--- src/rtl/bcd_addsub_seq.sv ---
// ---------------------------------------------------------------------------
// bcd_addsub_seq
//   Multi-digit BCD adder/subtractor. Handles one decimal digit per clock,
//   least significant digit first. Subtraction adds the nine's complement of
//   B with an inverted borrow-in. A negative difference is therefore left in
//   ten's complement form, and cout reports the borrow.
//
// Ports
//   clk      in   rising-edge clock
//   rst      in   asynchronous reset, active-high
//   start    in   operation request, sampled only in IDLE
//   mode     in   0 = A+B+cin, 1 = A-B-cin
//   a, b     in   BCD operands, digit 0 in [3:0]
//   cin      in   carry-in (add) / borrow-in (sub)
//   busy     out  high while digits are being computed
//   done     out  one-cycle pulse; sum/cout/invalid valid from this cycle on
//   sum      out  BCD result modulo 10^DIGITS
//   cout     out  add: decimal carry-out, sub: borrow-out
//   invalid  out  some latched operand digit exceeded 9
// ---------------------------------------------------------------------------
module bcd_addsub_seq #(
    parameter int DIGITS = 4
) (
    input  logic                clk,
    input  logic                rst,
    input  logic                start,
    input  logic                mode,
    input  logic [4*DIGITS-1:0] a,
    input  logic [4*DIGITS-1:0] b,
    input  logic                cin,
    output logic                busy,
    output logic                done,
    output logic [4*DIGITS-1:0] sum,
    output logic                cout,
    output logic                invalid
);
    localparam int W    = 4 * DIGITS;
    localparam int IDXW = (DIGITS > 1) ? $clog2(DIGITS) : 1;

    typedef enum logic [1:0] {S_IDLE, S_CALC, S_DONE} state_t;

    state_t            r_state;
    state_t            w_next;
    logic [W-1:0]      r_a;
    logic [W-1:0]      r_b;
    logic              r_mode;
    logic              r_carry;
    logic [IDXW-1:0]   r_idx;
    logic              r_busy;
    logic              r_done;
    logic [W-1:0]      r_sum;
    logic              r_cout;
    logic              r_invalid;

    logic              w_any_bad;
    logic              w_last;
    logic [3:0]        w_ad;
    logic [3:0]        w_bd_raw;
    logic [3:0]        w_bd;
    logic [4:0]        w_t;
    logic              w_gt9;
    logic [3:0]        w_dig;

    // Operand digit check on the live inputs, used at the accepting edge.
    always_comb begin
        w_any_bad = 1'b0;
        for (int i = 0; i < DIGITS; i++) begin
            if (a[4*i +: 4] > 4'd9 || b[4*i +: 4] > 4'd9)
                w_any_bad = 1'b1;
        end
    end

    // Current digit pair selected by the digit index.
    always_comb begin
        w_ad     = 4'd0;
        w_bd_raw = 4'd0;
        for (int i = 0; i < DIGITS; i++) begin
            if (r_idx == IDXW'(i)) begin
                w_ad     = r_a[4*i +: 4];
                w_bd_raw = r_b[4*i +: 4];
            end
        end
    end

    assign w_bd   = r_mode ? (4'd9 - w_bd_raw) : w_bd_raw;
    assign w_t    = {1'b0, w_ad} + {1'b0, w_bd} + {4'd0, r_carry};
    assign w_gt9  = (w_t > 5'd9);
    // +6 skips the six unused codes; the carry out of bit 3 is w_gt9 itself.
    assign w_dig  = w_gt9 ? (w_t[3:0] + 4'd6) : w_t[3:0];
    assign w_last = (r_idx == IDXW'(DIGITS - 1));

    // State register
    always_ff @(posedge clk or posedge rst) begin
        if (rst) r_state <= S_IDLE;
        else     r_state <= w_next;
    end

    // Next-state logic
    always_comb begin
        w_next = r_state;
        case (r_state)
            S_IDLE:  if (start) w_next = w_any_bad ? S_DONE : S_CALC;
            S_CALC:  if (w_last) w_next = S_DONE;
            S_DONE:  w_next = S_IDLE;
            default: w_next = S_IDLE;
        endcase
    end

    // Datapath. done is registered out of DONE, so it is high during the first
    // IDLE cycle; a start held high is accepted in that same cycle.
    always_ff @(posedge clk or posedge rst) begin
        if (rst) begin
            r_a       <= '0;
            r_b       <= '0;
            r_mode    <= 1'b0;
            r_carry   <= 1'b0;
            r_idx     <= '0;
            r_busy    <= 1'b0;
            r_done    <= 1'b0;
            r_sum     <= '0;
            r_cout    <= 1'b0;
            r_invalid <= 1'b0;
        end else begin
            r_done <= (r_state == S_DONE);
            case (r_state)
                S_IDLE: begin
                    if (start) begin
                        r_a    <= a;
                        r_b    <= b;
                        r_mode <= mode;
                        r_idx  <= '0;
                        if (w_any_bad) begin
                            r_invalid <= 1'b1;
                            r_sum     <= '0;
                            r_cout    <= 1'b0;
                        end else begin
                            r_invalid <= 1'b0;
                            // Subtract: borrow-in becomes an inverted carry-in.
                            r_carry   <= mode ? ~cin : cin;
                            r_busy    <= 1'b1;
                        end
                    end
                end
                S_CALC: begin
                    for (int i = 0; i < DIGITS; i++) begin
                        if (r_idx == IDXW'(i))
                            r_sum[4*i +: 4] <= w_dig;
                    end
                    r_carry <= w_gt9;
                    r_idx   <= r_idx + 1'b1;
                    if (w_last) begin
                        r_busy <= 1'b0;
                        // Subtract: final carry of 1 means no borrow.
                        r_cout <= r_mode ? ~w_gt9 : w_gt9;
                    end
                end
                default: ;
            endcase
        end
    end

    assign busy    = r_busy;
    assign done    = r_done;
    assign sum     = r_sum;
    assign cout    = r_cout;
    assign invalid = r_invalid;

endmodule
--- config.mk ---
export PLATFORM = sky130hd
export DESIGN_NAME = bcd_addsub_seq
export DESIGN_NICKNAME = d
export VERILOG_FILES = /design/src/rtl/bcd_addsub_seq.sv
export SDC_FILE = /design/constraint.sdc
export NUM_CORES = 1
export LEC_CHECK = 0
export CAP_MARGIN = 25
export CORE_UTILIZATION = 55
export CTS_CLUSTER_DIAMETER = 60
export DETAILED_ROUTE_END_ITERATION = 10
export HOLD_SLACK_MARGIN = 0.03
export PLACE_DENSITY = 0.85
export SLEW_MARGIN = 40
export SYNTH_ARGS = -nofsm -noshare
export SYNTH_HDL_FRONTEND = slang
export SYNTH_SLANG_ARGS = --single-unit
--- constraint.sdc ---
create_clock -name clk -period 10 [get_ports clk]
set_input_delay 1 -clock clk [delete_from_list [all_inputs] [get_ports clk]]
set_output_delay 1 -clock clk [all_outputs]
set_load 0.005 [all_outputs]
Yosys cells after proc, flatten, opt, wreduce, memory -nomap -nowiden
Index checks and enable logic that the tools add are counted.
{"block": "totals", "wordCells": 99, "in_bits": 37, "regBits": 58}
{"block": "op_classes", "n_bitwise": 2, "eq_ne": 12, "mux": 41, "order_cmp": 9, "addsub": 5, "reduce_logical": 16}
{"cell": "$mux W4", "count": 14}
{"cell": "$gt A4 B4 Y1 const B", "count": 8}
{"cell": "$mux W16", "count": 2}
{"cell": "$pmux W16 S2", "count": 1}
{"cell": "$reduce_and A4 Y1", "count": 5}
{"cell": "$mux W1", "count": 15}
{"cell": "$ne A2 B2 Y1 const B", "count": 7}
{"cell": "$mux W2", "count": 4}
{"cell": "$pmux W2 S2", "count": 2}
{"cell": "$eq A2 B2 Y1 const B", "count": 3}
{"cell": "$pmux W1 S2", "count": 3}
{"cell": "$reduce_and A2 Y1", "count": 3}
{"cell": "$add A4 B4 Y5", "count": 1}
{"cell": "$add A5 B1 Y5", "count": 1}
{"cell": "$gt A5 B4 Y1 const B", "count": 1}
{"cell": "$add A4 B3 Y4 const B", "count": 1}
{"cell": "$eq A2 B1 Y1 const B", "count": 2}
{"cell": "$logic_not A2 Y1", "count": 2}
{"cell": "$logic_or A1 B1 Y1", "count": 4}
{"cell": "$sub A4 B4 Y4 const A", "count": 1}
{"cell": "$reduce_and A3 Y1", "count": 1}
{"cell": "$add A2 B1 Y2 const B", "count": 1}
{"cell": "$not A1 Y1", "count": 2}
{"cell": "$reduce_bool A2 Y1", "count": 1}

Longest topological paths before layout
{"block": "depth", "ltp_word": 14, "ltp_mapped": 18, "ltp_nobuf": 17}

Least setup slack after synthesis
OpenSTA, ideal clock, no wires.
{"block": "synth_path", "kind": "register to register", "startpoint": "register r_idx[0]", "endpoint": "register r_sum[14] (netlist: sum[14])", "arrival_ns": 3.777, "path_stages_with_launch": 17, "path_slack_ns": 6.149, "synth_period_minus_slack_ns": 3.851, "path_buffers": 1, "cell_sequence": "dfrtp_1 inv_1 ha_1 clkbuf_1 nand3b_1 a21oi_1 a21oi_1 o21ai_0 xnor2_1 fa_1 fa_1 xor2_1 ha_1 a22o_4 o311ai_4 mux2_4 o21ai_2"}
{"block": "synth_via", "elab_chain_cells": 13}
{"item": "from (decl)", "line_no": "48", "text": "logic [IDXW-1:0] r_idx;"}
{"item": "from (signal assigned)", "line_no": "150", "text": "r_idx <= r_idx + 1'b1;"}
{"item": "$logic_not A2 Y1", "line_no": "78", "text": "if (r_idx == IDXW'(i)) begin"}
{"item": "$mux W4 (4 in series)", "line_no": "78"}
{"item": "$sub A4 B4 Y4", "line_no": "85", "text": "assign w_bd = r_mode ? (4'd9 - w_bd_raw) : w_bd_raw;"}
{"item": "$mux W4", "line_no": "85"}
{"item": "$add A4 B4 Y5", "line_no": "86", "text": "assign w_t = {1'b0, w_ad} + {1'b0, w_bd} + {4'd0, r_carry};"}
{"item": "$add A5 B1 Y5", "line_no": "86"}
{"item": "$add A4 B3 Y4 or $gt A5 B4 Y1 (tied branches)", "line_no": "89, 87"}
{"item": "$mux W4", "line_no": "89", "text": "assign w_dig = w_gt9 ? (w_t[3:0] + 4'd6) : w_t[3:0];"}
{"item": "$mux W4", "line_no": "146", "text": "if (r_idx == IDXW'(i))"}
{"item": "$pmux W16 S2", "line_no": "125", "text": "case (r_state)"}
{"item": "to (signal, indexed assignment)", "line_no": "147", "text": "r_sum[4*i +: 4] <= w_dig;"}
{"item": "to (decl)", "line_no": "51", "text": "logic [W-1:0] r_sum;"}
Several ways; a longest one is shown, not always the timed one. The select of a mux whose other input is x is not followed.
A chain may end at the register's enable or synchronous reset.

Final worst setup path
{"block": "layout_path", "startpoint": "register r_idx[1]", "endpoint": "register r_sum[2] (netlist: sum[2])"}
{"block": "layout_via", "elab_chain_cells": 13}
{"item": "$logic_not A2 Y1", "line_no": "78, 146"}
{"item": "$mux W4 (4 in series)", "line_no": "78"}
{"item": "$sub A4 B4 Y4", "line_no": "85"}
{"item": "$mux W4", "line_no": "85"}
{"item": "$add A4 B4 Y5", "line_no": "86"}
{"item": "$add A5 B1 Y5", "line_no": "86"}
{"item": "$add A4 B3 Y4 or $gt A5 B4 Y1 (tied branches)", "line_no": "89, 87"}
{"item": "$mux W4", "line_no": "89"}
{"item": "$mux W4", "line_no": "146"}
{"item": "$pmux W16 S2", "line_no": "125"}
Several ways; a longest one is shown, not always the timed one. The select of a mux whose other input is x is not followed.

==> results by stage <==
Routing:
- The total number of vias is 2218.
- The number of vias per cell is 5.559.
- The DRC violation count after routing is 0.
- Dividing the detail-routed wire length by the instance count gives ~16 um.
- The starting DRC count in detailed routing is 89.
- The post-detailed-route count of antenna-violating nets is 0.
- The total length of routed wires is 6.430 mm.
- The pre-antenna-repair detailed-routing pass consisted of 4 iterations.

Run:
- The number of maximum-capacitance violations is 0.

Die:
- The floorplan step set the die height to 76.17 um.
- The die outline area is 5801 um^2.
- In this run the count of I/O pins placed on the die edge is 57.
- The starting density of the core is 58.13%.
- The die is roughly 76 um wide.
- After floorplanning, the core was divided into 26 placement rows.
- The core area is 5205 um^2.

Synth:
- After synthesis the netlist holds a flip-flop and latch count of 58.
- After synthesis, flip-flops and latches occupy roughly 48% of the total area.
- Each instance of the synthesized netlist takes up on average 11.29 um^2.
- The post-synthesis async set-or-reset flop share is 100.0%.
- The count of flip-flops with a built-in enable after synthesis is 0.
- The number of different library cells used by synthesis comes to 40.
- The fraction of synthesized cell area taken by the top area cell type is about 48%.
- The post-synthesis cell count is 268.
- Yosys instantiated no cell more often than sky130_fd_sc_hd__dfrtp_1.
- The commonest cells after synthesis are sky130_fd_sc_hd__dfrtp_1 (58), sky130_fd_sc_hd__mux2_2 (37), sky130_fd_sc_hd__nand2_1 (32).
- The largest area contributor in the synthesized netlist is sky130_fd_sc_hd__dfrtp_1.
- The number of nets in the synthesized netlist is 316.
- The main flop type after synthesis is sky130_fd_sc_hd__dfrtp_1.
- The synthesized netlist occupies a cell area of ~3000 um^2.
- Yosys attributes the largest share of cell area to sky130_fd_sc_hd__dfrtp_1 (48%), sky130_fd_sc_hd__mux2_2 (14%), sky130_fd_sc_hd__nand2_1 (4.0%), sky130_fd_sc_hd__ha_1 (3.7%), sky130_fd_sc_hd__a21oi_1 (3.5%).
- Yosys printed 0 warnings.

GRT:
- The maximum number of pins on one net before global-route repair is 59.
- The first global-routing pass estimated 10.81 mm of wire.
- Summed over all layers, the global routing overflow is 0.
- The via count of the first global-routing pass is 2287.
- The number of antenna violations at the first check in global routing came to 0.
- The combined global-route utilization of all metal layers is 24.50%.

STA:
- The final period utilization is 41.92%.
- The final max-slew violation count came to 0.
- The pin slew with the least headroom to its limit is 716.6 ps.
- The final hold slack is 474.1 ps.
- The peak clock frequency supported by timing is 238.5 MHz.
- Subtracting the final worst setup slack from the clock period gives 4192 ps.
- Measured against its own limit, the worst slew margin works out to a little over half.
- The final worst setup slack is 5808 ps.
- The number of hold violations in the final report was 0.
- Setup repair after global routing left no endpoint under its margin.
- The number of failing setup endpoints in the final timing report is 0.
- Setup total negative slack on the finished layout was measured at 0 ps.
- The maximum clock skew at final layout is 3.931 ps.

Worst setup path:
- The worst setup path is launched from a flip-flop.
- In this run the worst path has a maximum fanout of 18.
- The worst stage delay on the critical path is 470 ps.
- The worst setup path is captured at a flip-flop.
- By startpoint and endpoint, the worst setup path is classified as reg -> reg.
- The signal on the critical path passes through inv_1, ha_1, nand3b_1, a21oi_1, a21oi_1, o21ai_0, xnor2_1, fa_1, fa_1, xor2_1, ha_1, a22o_4, o311ai_4, mux2_4, o21ai_2.
- The setup check on the worst reg-to-reg path leaves a slack of 5810 ps.
- The standard cell with the maximum stage delay on the critical path is sky130_fd_sc_hd__ha_1.
- The required time at the worst-slack endpoint is 10270 ps.
- The signal arrival time at the worst endpoint is between 4000 and 5000 ps.

Pwr:
- The proportion of power drawn by flip-flops and latches is 25.3%.
- The net switching component of the power is between 0.0004 and 0.0005 W.
- Power spread over the standard cell area amounts to 304.6 nW/um^2.
- The clock group share of total power is 17.4%.
- Across the VDD grid, the largest voltage drop is between 0.2 and 0.3 mV.
- The analysis attributes to cell leakage a power of approximately 1.6 nW.
- The share of power burned in combinational logic is a little under three fifths.
- The switching part of the total is approximately two fifths.
- Internal power comes to roughly 0.0007 W.

Clock tree:
- The number of gates given a new drive strength after cts is 0.
- The clock sink count is 58.
- For the worst-skew pair, the clock arrives at the later sink with an insertion delay of 350 ps.
- The number of H-tree branching levels is 3.
- The clock-pin slew of the registers on the worst-case setup and hold paths is ~60 ps.
- Clock tree synthesis inserted a total of 9 buffers.
- The hold buffer count at CTS is 0.
- In this run the post-CTS setup repair buffer count came out at 0.
- The CTS tree is built.
- The root buffer selected by CTS is sky130_fd_sc_hd__clkbuf_8.
- No sink is reached through more buffers than the 2 on the longest clock path.

Cells and area:
- The design area is 3822 um^2.
- In the final layout, the share of cells above drive strength 1 is 22.80%.
- Registers take 1451 um^2.
- The multi-input combinational cells in the finished layout cover a total of 1499 um^2.
- The area growth from synthesis to final layout is 26.34%.
- The fill cell instance count of the final layout is 383.
- The post-route non-filler standard cell count is 399.
- The antenna cell count is 0.
- The net count of the finished layout is 372.

Place:
- The worst setup slack after placement is 5841 ps.
- During placement, the flow inserted port buffers numbering 56.
- The detailed-placement wirelength estimate is 4.769 mm.
- The placed standard-cell area is 3640 um^2.
- The cell total after placement is roughly 380.
- The routability-driven placement congestion ratio is 0.8005.

Worst hold path:
- The worst hold-check path type is reg -> reg.

Outcome:
- The flow ran to the end, and the final reports show no timing, DRC or antenna violations.
[final timing paths]
path | startpoint | endpoint | depth (start not counted)
worst max-delay path | r_idx[1]$_DFFE_PP0P_ | sum[2]$_DFFE_PP0P_ | 15
worst min-delay path | sum[9]$_DFFE_PP0P_ | sum[9]$_DFFE_PP0P_ | 2
worst max register to register | r_idx[1]$_DFFE_PP0P_ | sum[2]$_DFFE_PP0P_ | 15
worst min register to register | sum[9]$_DFFE_PP0P_ | sum[9]$_DFFE_PP0P_ | 2
max in group asynchronous | rst | r_a[9]$_DFFE_PP0P_ | 3
min in group asynchronous | rst | done$_DFF_PP0_ | 3
[logic make-up after synthesis]
kind of cell	after synthesis	synth area share (%)
compound gates	65	15.38
simple gates	66	11.33
fa+ha+maj	11	5.046
xor+xnor	6	1.985
flops	58	47.97
mux	42	15.59
buf+inv	20	2.688
[state kept, by name, summed over array words and instances (netlist names)]
name,count
sum,16
cout,1
r_mode,1
r_state,2
done,1
r_idx,2
r_carry,1
busy,1
r_b,16
invalid,1
r_a,16
[per-stage QoR]
step / utilization (%) / total power, W
detailed placement: 69.93 / 0.0009706
global placement: 69.93 / 0.0009479
floorplan: - / 0.0008324
finish: 73.44 / 0.001164
global route: 73.44 / 0.001249
CTS: 73.44 / 0.001171
[cells in the final DEF (no fill, tap or decap), types with 4 or more instances in the layout]
cell type / netlist / final
sky130_fd_sc_hd__clkdlybuf4s50_1: 0 / 56
sky130_fd_sc_hd__nand3b_1: 8 / 8
sky130_fd_sc_hd__nor2_1: 9 / 9
sky130_fd_sc_hd__o21ai_2: 4 / 4
sky130_fd_sc_hd__or2_2: 4 / 4
sky130_fd_sc_hd__ha_1: 9 / 9
sky130_fd_sc_hd__clkbuf_8: 0 / 12
sky130_fd_sc_hd__dfrtp_1: 58 / 58
sky130_fd_sc_hd__a21oi_1: 21 / 21
sky130_fd_sc_hd__mux2_2: 37 / 37
sky130_fd_sc_hd__xnor2_1: 4 / 4
sky130_fd_sc_hd__inv_1: 7 / 6
sky130_fd_sc_hd__o21ai_0: 21 / 21
sky130_fd_sc_hd__mux2i_1: 4 / 4
sky130_fd_sc_hd__o31ai_1: 4 / 4
sky130_fd_sc_hd__nand2_1: 32 / 32
sky130_fd_sc_hd__nor2b_1: 6 / 6
[worst max-delay path: cells and delay by family (launching register included)]
kind                       cells  cell delay, ps
and+or+nand+nor                1             180
AOI/OAI and AO/OA              6            1130
buffers and inverters          1             100
muxes                          1             380
DFF                            1             400
xor gates and xnor gates       2             390
adders and majority gates      4            1560
[power by group through the flow]
stage	Clock, W	Combinational [W]	Sequential [W]
final	0.000202	0.000667	0.000295
after global routing	0.000212	0.000739	0.000298
after CTS	0.000203	0.000674	0.000294
after detailed placement	0	0.000672	0.000299
after global placement	0	0.000651	0.000297
after floorplan	0	0.000543	0.000289
[routing by layer]
metal / routed length, um / track usage (%) / vias up
li1: - / - / 1057
met1: 2702 / 28.83 / 1079
met2: 3323 / 42.82 / 65
met3: 239 / 3.832 / 17
met4: 164 / 13.65 / 0
met5: 0 / 0 / -
[layout make-up]
cell class | instances | share of cell area (%)
Inverter | 7 | 0.6874
Clock inverter | 2 | 0.2619
Tap cell | 70 | 2.291
Multi-Input combinational cell | 190 | 39.21
Timing Repair Buffer | 58 | 15.06
Clock buffer | 14 | 4.517
Sequential cell | 58 | 37.97
No activity file was read; power rests on OpenSTA's default activity.
